### src/rtl/apb_cmd_sequencer.sv
// apb_cmd_sequencer: queues upstream read/write commands in a small FIFO and
// issues them one at a time to an APB bridge controller, returning each result
// through a valid/ready response port.
// Optional feature: define APB_SEQ_WATCHDOG_EN to abort a transfer that sees no
// transfer_done within TIMEOUT cycles (reported with rsp_err = 1).
module apb_cmd_sequencer #(
    parameter int ADDR_WIDTH = 32,
    parameter int DATA_WIDTH = 32,
    parameter int DEPTH      = 4,
    parameter int TIMEOUT    = 64
) (
    input  logic                      PCLK,
    input  logic                      PRESETn,
    // upstream command port
    input  logic                      cmd_valid,
    output logic                      cmd_ready,
    input  logic                      cmd_write,
    input  logic [ADDR_WIDTH-1:0]     cmd_addr,
    input  logic [DATA_WIDTH-1:0]     cmd_wdata,
    // response port
    output logic                      rsp_valid,
    input  logic                      rsp_ready,
    output logic                      rsp_write,
    output logic [DATA_WIDTH-1:0]     rsp_rdata,
    output logic                      rsp_err,
    output logic [$clog2(DEPTH):0]    level,
    // APB bridge controller port
    output logic                      start_transfer,
    output logic                      write_read_n,
    output logic [ADDR_WIDTH-1:0]     address,
    output logic [DATA_WIDTH-1:0]     write_data,
    input  logic [DATA_WIDTH-1:0]     read_data,
    input  logic                      transfer_done
);

    localparam int PTR_W   = $clog2(DEPTH);
    localparam int LVL_W   = PTR_W + 1;
    localparam int ENTRY_W = 1 + ADDR_WIDTH + DATA_WIDTH;

    // Reject configurations the pointer arithmetic cannot handle.
    if (DEPTH < 2 || (DEPTH & (DEPTH - 1)) != 0 || TIMEOUT < 1) begin : g_bad_param
        $error("apb_cmd_sequencer: DEPTH must be a power of two >= 2 and TIMEOUT >= 1");
    end

    typedef enum logic [1:0] {IDLE, BUSY, RESP} state_t;

    logic [ENTRY_W-1:0]    mem [DEPTH];
    logic [PTR_W-1:0]      wr_ptr_reg;
    logic [PTR_W-1:0]      rd_ptr_reg;
    logic [LVL_W-1:0]      level_reg;
    state_t                state_reg;
    logic                  start_reg;
    logic                  wrn_reg;
    logic [ADDR_WIDTH-1:0] addr_reg;
    logic [DATA_WIDTH-1:0] wdata_reg;
    logic                  rsp_valid_reg;
    logic                  rsp_write_reg;
    logic [DATA_WIDTH-1:0] rsp_rdata_reg;
    logic                  push;
    logic                  pop;

    // A full FIFO refuses pushes even when the FSM pops in the same cycle.
    assign cmd_ready = (level_reg < LVL_W'(DEPTH));
    assign push      = cmd_valid && cmd_ready;
    assign pop       = (state_reg == IDLE) && (level_reg != '0);

    assign level          = level_reg;
    assign start_transfer = start_reg;
    assign write_read_n   = wrn_reg;
    assign address        = addr_reg;
    assign write_data     = wdata_reg;
    assign rsp_valid      = rsp_valid_reg;
    assign rsp_write      = rsp_write_reg;
    assign rsp_rdata      = rsp_rdata_reg;

`ifdef APB_SEQ_WATCHDOG_EN
    localparam int WD_W = $clog2(TIMEOUT + 1);
    logic [WD_W-1:0] wd_cnt_reg;
    logic            rsp_err_reg;
    assign rsp_err = rsp_err_reg;
`else
    assign rsp_err = 1'b0;
`endif

    // Command storage: no reset needed, occupancy is tracked by the pointers.
    always_ff @(posedge PCLK) begin
        if (push) begin
            mem[wr_ptr_reg] <= {cmd_write, cmd_addr, cmd_wdata};
        end
    end

    // FIFO pointers and occupancy; pointers wrap naturally since DEPTH is 2^n.
    always_ff @(posedge PCLK or negedge PRESETn) begin
        if (!PRESETn) begin
            wr_ptr_reg <= '0;
            rd_ptr_reg <= '0;
            level_reg  <= '0;
        end else begin
            if (push) wr_ptr_reg <= wr_ptr_reg + PTR_W'(1);
            if (pop)  rd_ptr_reg <= rd_ptr_reg + PTR_W'(1);
            case ({push, pop})
                2'b10:   level_reg <= level_reg + LVL_W'(1);
                2'b01:   level_reg <= level_reg - LVL_W'(1);
                default: level_reg <= level_reg;
            endcase
        end
    end

    // Transfer FSM: pop head in IDLE, hold bridge request in BUSY, hold response in RESP.
    always_ff @(posedge PCLK or negedge PRESETn) begin
        if (!PRESETn) begin
            state_reg     <= IDLE;
            start_reg     <= 1'b0;
            wrn_reg       <= 1'b0;
            addr_reg      <= '0;
            wdata_reg     <= '0;
            rsp_valid_reg <= 1'b0;
            rsp_write_reg <= 1'b0;
            rsp_rdata_reg <= '0;
`ifdef APB_SEQ_WATCHDOG_EN
            wd_cnt_reg    <= '0;
            rsp_err_reg   <= 1'b0;
`endif
        end else begin
            case (state_reg)
                IDLE: begin
                    if (pop) begin
                        {wrn_reg, addr_reg, wdata_reg} <= mem[rd_ptr_reg];
                        start_reg <= 1'b1;
                        state_reg <= BUSY;
`ifdef APB_SEQ_WATCHDOG_EN
                        wd_cnt_reg <= '0;
`endif
                    end
                end
                BUSY: begin
                    if (transfer_done) begin
                        start_reg     <= 1'b0;
                        rsp_valid_reg <= 1'b1;
                        rsp_write_reg <= wrn_reg;
                        rsp_rdata_reg <= wrn_reg ? '0 : read_data;
                        state_reg     <= RESP;
`ifdef APB_SEQ_WATCHDOG_EN
                        rsp_err_reg   <= 1'b0;
                    end else if (wd_cnt_reg == WD_W'(TIMEOUT - 1)) begin
                        // The TIMEOUT-th BUSY cycle passed without completion: abort.
                        start_reg     <= 1'b0;
                        rsp_valid_reg <= 1'b1;
                        rsp_write_reg <= wrn_reg;
                        rsp_rdata_reg <= '0;
                        rsp_err_reg   <= 1'b1;
                        state_reg     <= RESP;
                    end else begin
                        wd_cnt_reg    <= wd_cnt_reg + WD_W'(1);
`endif
                    end
                end
                RESP: begin
                    if (rsp_ready) begin
                        rsp_valid_reg <= 1'b0;
                        state_reg     <= IDLE;
                    end
                end
                default: state_reg <= IDLE;
            endcase
        end
    end

endmodule

### config.mk
export PLATFORM = sky130hd
export DESIGN_NAME = apb_cmd_sequencer
export DESIGN_NICKNAME = d
export VERILOG_FILES = /design/src/rtl/apb_cmd_sequencer.sv
export SDC_FILE = /design/constraint.sdc
export NUM_CORES = 1
export LEC_CHECK = 0
export CELL_PAD_IN_SITES_DETAIL_PLACEMENT = 1
export CELL_PAD_IN_SITES_GLOBAL_PLACEMENT = 2
export CORE_UTILIZATION = 42
export CTS_BUF_LIST = sky130_fd_sc_hd__clkbuf_4
export DETAILED_ROUTE_END_ITERATION = 8
export PLACE_DENSITY_LB_ADDON = 0.1
export SETUP_SLACK_MARGIN = 0.5
export SLEW_MARGIN = 30
export SYNTH_ARGS = -nofsm -noshare
export SYNTH_HDL_FRONTEND = slang
export SYNTH_SLANG_ARGS = --single-unit
### constraint.sdc
create_clock -name PCLK -period 3.7 [get_ports PCLK]
set_input_delay 0.74 -clock PCLK [delete_from_list [all_inputs] [get_ports PCLK]]
set_output_delay 0.74 -clock PCLK [all_outputs]
set_load 0.05 [all_outputs]
==> impl_metrics.py, run 1 <==
metrics = {
    "run_status": {
        "status": "finished, final reports clean",
    },
    "setup_path": {
        "critPathKind": "register to output pin",
        "r2r_start": "level[0]$_DFFE_PN0P_",
        "ff2ff_setup_slack_ns": 1.31,
        "startpoint": "level[2]$_DFFE_PN0P_",
        "cp_max_fo": 4,
        "crit_path_end_kind": "output pin",
        "cp.arrival_ns": 2.01,
        "critPathLaunchType": "register",
        "cp.required_ns": 2.96,
    },
    "final_layout": {
        "areaGrowthSynthToFinish_pct": 28.7,
        "regMostFlops": "mem",
        "largest_register_ffs": 260,
        "final_nets": 1070,
        "drive_above_1_share_pct": 30.2,
    },
    "clock_tree": {
        "cts_inserted_buffers": 97,
        "cts.clk_slew.worst_paths_ns": 0.06,
        "cts_resized": 0,
        "holdBufCountCts": 0,
        "clock_latency_ns": 0.71,
        "cts_max_path_buffers": 3,
        "ctsHtreeMaxLevel": 3,
        "cts_tree": "yes",
        "post-cts-setup-buffers": 0,
        "cts_num_sinks": 369,
        "ctsRootBufferMaster": "clkbuf_4",
    },
    "timing": {
        "worst_pin_slew_ns": 0.786,
        "relSlewSlack_pct": 47.6,
        "finalHoldViolations": 0,
        "setup_tns_ns": 0,
        "timing.final.crit_period_ns": 2.75,
        "fin_ws_ns": 0.953,
        "rsz0062_at_grt": "false",
        "setup_viol": 0,
        "finalCritPeriodShare_pct": 74.2,
        "slew_viol_final": 0,
        "max_freq_mhz": 364,
        "fin_skew_ns": 0.0501,
    },
    "grt": {
        "grt_max_degree": 56,
        "antenna_found_initial": 1,
        "grt_pass1_vias": 8235,
        "grt_overflow_total": 0,
        "grt_pass1_wl_um": 47400,
        "grt_use_total_pct": 18.8,
    },
    "power": {
        "p_per_area_nw_per_um2": 913,
        "vdd_drop_max_v": 0.000530,
        "p_leak_uw": 0.00641,
        "power_uw": 16200,
    },
    "logic_synthesis": {
        "synthCells": 675,
        "synth_edf_count": 260,
        "synthTopCellsByCount": "edfxtp_1, dfrtp_1, mux4_2, mux2_2, o21ai_0",
        "yosysTopAreaCellShare_pct": 56.7,
        "ys_seq_elements": 369,
        "yosysMostFrequentCell": "edfxtp_1",
        "synth_area_leader_cell": "edfxtp_1",
        "synth-main-ff-cell": "edfxtp_1",
        "yosysSeqAreaShare_pct": 76.5,
        "syn_nets": 783,
        "syn_avg_cell_area_um2": 20.4,
        "async_reset_ff_share_pct": 29.5,
        "ys_warn_count": 0,
        "synth_area_leaders": "edfxtp_1, dfrtp_1, mux4_2",
        "syn_area_um2": 13800,
        "yosysUniqueCellTypes": 30,
    },
    "flow_run": {
        "cap_violations": 0,
    },
    "place": {
        "gp_routability_congestion": 0.727,
        "hpwl_um": 18900,
        "dpl_worst_slack_ns": 0.720,
        "portBuffers": 205,
    },
    "die": {
        "start_util_pct": 43.2,
        "ios": 207,
        "rows": 65,
        "die_height_um": 183,
        "core-area_um2": 31900,
        "die_w_um": 183,
        "fp.dieArea_um2": 33500,
    },
    "worst_hold_path": {
        "hold_path.class": "input pin to asynchronous set/reset pin",
    },
    "route": {
        "routed_via_density": 4.92,
        "vias": 7302,
        "drtIter0Drc": 378,
        "dr.pass1.iters": 4,
        "drt-total-wl_um": 30100,
        "drc_errors": 0,
        "antenna_left": 0,
        "post_drt_wl_per_cell_um": 20.3,
    },
}
==> worst max-delay path, stage by stage (launching register included) <==
cell and delay [ns]:
dfrtp_1 0.41, inv_1 0.10, clkdlybuf4s50_1 0.81
==> worst paths after layout <==
check	end	cells after the start
max	cmd_ready	2
min	rd_ptr_reg[0]$_DFFE_PN0P_	1
max reg2reg	write_data[13]$_DFFE_PN0P_	4
min reg2reg	rsp_rdata[18]$_DFFE_PN0P_	2
max in group asynchronous	address[30]$_DFFE_PN0P_	2
min in group PCLK	rsp_rdata[18]$_DFFE_PN0P_	2
==> per-stage QoR <==
| stage | util, % | hold WS [ns] | instance area [um2] | instances |
|---|---|---|---|---|
| 6_report | 55.6 | 0.0955 | 17700 | 1484 |
| 2_1_floorplan | - | 0.444 | 13800 | 675 |
| 4_1_cts | 55.5 | 0.0687 | 17700 | 1481 |
| 3_5_place_dp | 51.4 | 0.473 | 16400 | 1297 |
| 5_1_grt | 55.6 | 0.0990 | 17700 | 1483 |
| 3_3_place_gp | 51.4 | 0.460 | 16400 | 1296 |
==> cells by family (layout without fill, tap and decap cells) <==
group | count (synthesis) | count (layout) | share of synthesized area [%]
DFF | 369 | 369 | 76.5
muxes | 132 | 132 | 16.3
and+or+nand+nor | 79 | 79 | 2.96
buffers and inverters | 44 | 416 | 1.85
AOI/OAI and AO/OA | 38 | 38 | 1.38
adders and majority gates | 6 | 6 | 0.600
xor gates and xnor gates | 6 | 6 | 0.382
other | 1 | 3 | 0.0272
==> placed cells by master, fill, tap and decap left out, drive strengths merged, types with 2 or more instances in the layout <==
cell and instances:
xnor2 5, edfxtp 260, buf 19, diode 2
and2 4, mux4 65, nand2b 34, nand2 35
ha 5, clkdlybuf4s50 204, clkinvlp 2, clkinv 30
mux2 66, dfrtp 109, o21ai 37, clkbuf 148
inv 12
==> final cells by class <==
cell class | instances | area [um2]
Timing Repair Buffer | 223 | 2300
Sequential cell | 369 | 10500
Fill cell | 2958 | 14200
Antenna cell | 2 | 5.00
Inverter | 9 | 33.8
Multi-Input combinational cell | 262 | 2990
Clock buffer | 148 | 1110
Tap cell | 435 | 544
Clock inverter | 36 | 191
==> where the power goes <==
part / internal (uW) / total, uW / switching, uW / leakage, uW
sequential: 5500 / 6060 / 563 / 0.00368
clock: 1920 / 3590 / 1670 / 0.000769
combinational: 2730 / 6530 / 3800 / 0.00197
==> routing by layer <==
metal,wire (um),part of all wire (%),track usage (%),vias up
li1,-,-,-,3268
met1,13200,44,25.0,3739
met2,14600,48,30.7,254
met3,1860,6.2,4.45,41
met4,474,1.6,6.13,0
met5,0,0,0,-
Note: power is estimated with default switching activity, not from simulation.
==> run 2: changes to the inputs <==
- CORE_UTILIZATION: 42 -> 38
- clock period: 3.7 -> 2.5 ns (I/O delays scaled with it)
==> impl_metrics.py, run 2 (synthesis results as in run 1) <==
metrics = {
    "timing": {
        "timing.final.crit_period_ns": 1.91,
        "relSlewSlack_pct": 58.7,
        "worst_pin_slew_ns": 0.620,
        "finalCritPeriodShare_pct": 76.3,
        "slew_viol_final": 0,
        "holdWs_ns": 0.360,
        "finalHoldViolations": 0,
        "setup_tns_ns": 0,
        "rsz0062_at_grt": "true",
        "fin_skew_ns": 0.0330,
        "max_freq_mhz": 524,
        "setup_viol": 0,
    },
    "place": {
        "placed_cell_area_um2": 16600,
        "hpwl_um": 19900,
        "portBuffers": 205,
        "dp_cells": 1335,
        "gp_routability_congestion": 0.740,
    },
    "clock_tree": {
        "cts.clk_slew.worst_paths_ns": 0.07,
        "clock_latency_ns": 0.70,
        "cts_num_sinks": 369,
        "ctsRootBufferMaster": "clkbuf_4",
        "ctsHtreeMaxLevel": 3,
        "cts_tree": "yes",
        "cts_inserted_buffers": 93,
        "cts_max_path_buffers": 3,
    },
    "setup_path": {
        "path_cells": "clkdlybuf4s15_2",
        "cp.arrival_ns": 1.41,
        "ff2ff_setup_slack_ns": 0.62,
        "critPathLaunchType": "register",
        "crit_slowest_cell": "clkdlybuf4s15_2",
        "cp_max_fo": 2,
        "crit_path_end_kind": "output pin",
        "path_delay_family": "buffers and inverters",
        "critPathKind": "register to output pin",
        "max_stage_delay_ns": 0.37,
        "crit_buf_inv": 1,
        "cp.required_ns": 2.00,
    },
    "grt": {
        "grt_use_total_pct": 17.1,
        "grt_overflow_total": 0,
        "grt_max_degree": 69,
        "antenna_found_initial": 2,
        "grt_pass1_wl_um": 47400,
        "grt_pass1_vias": 8205,
    },
    "die": {
        "die_height_um": 192,
        "core-area_um2": 35600,
        "ios": 207,
        "die_w_um": 192,
        "rows": 69,
        "start_util_pct": 38.7,
        "fp.dieArea_um2": 37000,
    },
    "final_layout": {
        "final_area_um2": 17500,
        "layout_common_cells": "edfxtp_1, clkbuf_4, dfrtp_1",
        "multi_input_area_um2": 3010,
        "areaGrowthSynthToFinish_pct": 27.3,
        "final_cells": 1517,
        "drive_above_1_share_pct": 41.8,
        "fill_cells": 3394,
        "largest_register_ffs": 260,
        "fin_util_pct": 49.3,
        "regMostFlops": "mem",
        "regArea_um2": 10500,
        "final_nets": 1084,
        "layout_commonest_cell": "edfxtp_1",
    },
    "flow_run": {
        "cap_violations": 0,
    },
    "power": {
        "netSwitchingFraction_pct": 37.7,
        "p_seq_share_pct": 37.6,
        "p_sw_uw": 8840,
        "p_int_uw": 14600,
        "clock_power_share_pct": 22.2,
        "vdd_drop_max_v": 0.000971,
        "p_leak_uw": 0.00654,
        "p_comb_share_pct": 40.1,
        "p_per_area_nw_per_um2": 1340,
    },
    "route": {
        "drc_errors": 0,
        "dr.pass1.iters": 6,
        "routed_via_density": 4.76,
        "vias": 7223,
        "antenna_left": 0,
        "drtIter0Drc": 276,
        "post_drt_wl_per_cell_um": 20.1,
        "drt-total-wl_um": 30500,
    },
    "worst_hold_path": {
        "hold_path.class": "input pin to asynchronous set/reset pin",
    },
    "run_status": {
        "status": "finished, final reports clean",
    },
}
## run 2: changes by cell type in the layout (fill, tap and decap cells not counted), sizes merged, moves of 2 or more
cell / before / now
buf: 19 / 120
clkdlybuf4s50: 204 / 100
clkdlybuf4s15: 0 / 19
clkinvlp: 2 / 0
clkbuf: 148 / 146
clkinv: 30 / 22
## run 2: through the flow
step	power (uW)	setup WS, ns
floorplan	15800	0.180
global placement	18900	0.207
detailed placement	19100	0.243
CTS	23900	0.400
global route	24800	0.483
finish	23400	0.593
## run 2: final cells by class
cell class	instances	area share [%]
Clock buffer	146	6.25
Tap cell	461	3.29
Clock inverter	26	0.878
Timing Repair Buffer	241	12.0
Inverter	9	0.207
Antenna cell	3	0.0428
Multi-Input combinational cell	262	17.2
Sequential cell	369	60.2
## run 2: metal layers
metal | wire (um) | track usage, % | share of wire (%)
met5 | 0 | 0 | 0
met3 | 2000 | 4.84 | 6.6
met4 | 502 | 5.75 | 1.6
met2 | 14900 | 28.1 | 49
met1 | 13100 | 21.7 | 43
## run 2: timing repair
item                                   4_1_cts  5_1_grt
setup endpoints to repair                  103       21
hold buffers                                 1        0
pin swaps                                    0        0
resized for setup                          446       34
endpoints found under the hold margin       57        0
setup buffers                                0        6
## run 2: worst paths after layout
path	to	start	cells past startpoint
setup reg to reg	level[2]$_DFFE_PN0P_	level[0]$_DFFE_PN0P_	9
hold / removal	write_data[7]$_DFFE_PN0P_	PRESETn	2
max in group asynchronous	write_data[23]$_DFFE_PN0P_	PRESETn	3
setup / recovery	rsp_rdata[22]	rsp_rdata[22]$_DFFE_PN0P_	1
min in group PCLK	rsp_rdata[7]$_DFFE_PN0P_	read_data[7]	3
hold reg to reg	rsp_rdata[6]$_DFFE_PN0P_	rsp_rdata[6]$_DFFE_PN0P_	2
## run 2: worst reg2reg max path: stages, from the launching register on
cell and delay [ns]:
dfrtp_2 0.40, nor3_2 0.06, or3_4 0.36, inv_4 0.07
ha_4 0.13, inv_2 0.04, fa_2 0.34, xor2_1 0.15
nor2_1 0.12, xnor2_1 0.13
## run 2: power groups by stage
stage / Sequential (uW) / Clock [uW] / Combinational, uW
after floorplan: 11700 / 0 / 4120
after global placement: 8970 / 0 / 9960
after detailed placement: 9060 / 0 / 10100
after CTS: 8920 / 5440 / 9540
after global routing: 9020 / 5690 / 10100
final: 8830 / 5210 / 9410
==> run 3: changes to the inputs <==
- CORE_UTILIZATION: 38 -> 42
- clock period: 2.5 -> 1.9 ns (I/O delays scaled with it)
==> impl_metrics.py, run 3 (synthesis results as in run 1) <==
metrics = {
    "die": {
        "die_height_um": 183,
        "fp.dieArea_um2": 33500,
        "core-area_um2": 31900,
        "rows": 65,
        "ios": 207,
        "die_w_um": 183,
        "start_util_pct": 43.2,
    },
    "setup_path": {
        "crit_buf_inv": 2,
        "cp.required_ns": 2.53,
        "ff2ff_setup_slack_ns": 0.006,
        "worstRegToRegCells": 9,
        "max_stage_delay_ns": 0.40,
        "crit_slowest_cell": "dfrtp_2",
        "critPathLaunchType": "register",
        "cp_max_fo": 3,
        "path_cells": "nor3_4 -> or3_4 -> inv_4 -> ha_4 -> inv_2 -> fa_2 -> xor2_1 -> nor2_1 -> xnor2_1",
        "critPathKind": "register to register",
        "r2r_start": "level[1]$_DFFE_PN0P_",
        "rr_endpoint": "level[2]$_DFFE_PN0P_",
        "crit_path_end_kind": "register",
        "cp.arrival_ns": 2.53,
        "startpoint": "level[1]$_DFFE_PN0P_",
        "path_delay_family": "simple AND/OR/NAND/NOR gates",
    },
    "power": {
        "vdd_drop_max_v": 0.00102,
        "p_per_area_nw_per_um2": 1850,
        "p_leak_uw": 0.00811,
    },
    "final_layout": {
        "layout_common_cells": "edfxtp_1, clkbuf_4, buf_6",
        "final_nets": 1233,
        "layout_commonest_cell": "edfxtp_1",
        "drive_above_1_share_pct": 48.4,
        "fill_cells": 2805,
        "regMostFlops": "mem",
        "largest_register_ffs": 260,
        "areaGrowthSynthToFinish_pct": 48.8,
    },
    "timing": {
        "fin_skew_ns": 0.0624,
        "finalHoldViolations": 0,
        "rsz0062_at_grt": "true",
        "fin_ws_ns": 0.00647,
        "setup_viol": 0,
        "slew_viol_final": 0,
        "finalCritPeriodShare_pct": 99.7,
        "setup_tns_ns": 0,
        "timing.final.crit_period_ns": 1.89,
        "max_freq_mhz": 528,
    },
    "clock_tree": {
        "cts_max_path_buffers": 3,
        "cts_num_sinks": 369,
        "cts.clk_slew.worst_paths_ns": 0.08,
        "ctsHtreeMaxLevel": 3,
        "clock_latency_ns": 0.75,
        "cts_tree": "yes",
        "ctsRootBufferMaster": "clkbuf_4",
        "cts_inserted_buffers": 94,
    },
    "grt": {
        "grt_max_degree": 68,
        "grt_overflow_total": 0,
        "grt_use_total_pct": 20.7,
        "grt_pass1_wl_um": 51400,
        "grt_pass1_vias": 8621,
        "antenna_found_initial": 3,
    },
    "route": {
        "post_drt_wl_per_cell_um": 23.1,
        "drt-total-wl_um": 37900,
        "dr.pass1.iters": 7,
        "drtIter0Drc": 522,
        "antenna_left": 0,
        "vias": 8148,
        "routed_via_density": 4.97,
        "drc_errors": 0,
    },
    "place": {
        "dpl_worst_slack_ns": -0.161,
        "portBuffers": 205,
        "hpwl_um": 19600,
        "gp_routability_congestion": 0.765,
    },
    "run_status": {
        "status": "finished, final reports clean",
    },
    "worst_hold_path": {
        "hold_path.class": "input pin to asynchronous set/reset pin",
    },
    "flow_run": {
        "cap_violations": 0,
    },
}
-- run 3: cell count changes in the layout (fill, tap and decap cells not counted), sizes merged --
| cell | delta |
|---|---|
| clkdlybuf4s15 | -19 |
| clkbuf | +4 |
| inv | -1 |
| bufinv | +3 |
| and2 | +1 |
| bufbuf | +3 |
| clkinv | +10 |
| buf | +149 |
| clkinvlp | +1 |
| clkdlybuf4s18 | -1 |
-- run 3: worst max-delay path by stage --
stage	to	slack (ns)	depth (start not counted)
after floorplan	level[2]$_DFFE_PN0P_	-0.42	12
after global placement	level[2]$_DFFE_PN0P_	-0.14	9
after detailed placement	level[2]$_DFFE_PN0P_	-0.16	9
after CTS	level[0]	0.008	2
after global routing	level[2]$_DFFE_PN0P_	-0.1	9
final	level[2]$_DFFE_PN0P_	0.006	9
-- run 3: area by class of cell --
cell class	count	area, um2	area share [%]
Antenna cell	3	7.51	0.0366
Tap cell	435	544	2.66
Multi-Input combinational cell	263	3260	15.9
Clock buffer	135	1010	4.95
Timing Repair Buffer	388	4800	23.4
Inverter	9	36.3	0.177
Clock inverter	39	285	1.39
Sequential cell	369	10500	51.5
-- run 3: worst register-to-register path, cell delays in order (launching register included) --
cell,delay [ns]
dfrtp_2,0.40
nor3_4,0.06
or3_4,0.36
inv_4,0.07
ha_4,0.12
inv_2,0.04
fa_2,0.35
xor2_1,0.15
nor2_1,0.11
xnor2_1,0.13
-- run 3: timing repair --
item                       4_1_cts  5_1_grt
pin swaps                        4        1
buffers inserted                53       55
setup endpoints to repair      465      468
hold buffers                     1        0
hold endpoints to repair       109        0
resized for setup              518       69
cloned                          17       21
-- run 3: stage by stage --
step	hold WS [ns]	util, %	total power (uW)	cell area (um2)	instances
after CTS	0.139	60.6	35700	19300	1562
after detailed placement	0.401	52.2	25300	16600	1317
final	0.178	64.3	37900	20500	1641
after global placement	0.394	52.2	25000	16600	1317
after floorplan	0.0844	-	20800	13800	675
after global routing	0.146	64.3	39600	20500	1640
-- run 3: layer usage --
layer  global-route usage [%]  wire length, um  vias to the layer above
met5                        0                0                        -
met1                     26.4            15500                     4201
met2                     34.6            19400                      324
met4                     6.00              642                        0
met3                     5.92             2340                       46
li1                         -                -                     3577
-- run 3: report_power, final --
part | total [uW] | switching (uW) | internal [uW]
sequential | 11900 | 1200 | 10700
combinational | 18700 | 9150 | 9550
clock | 7300 | 3330 | 3970
total | 37900 | 13700 | 24200
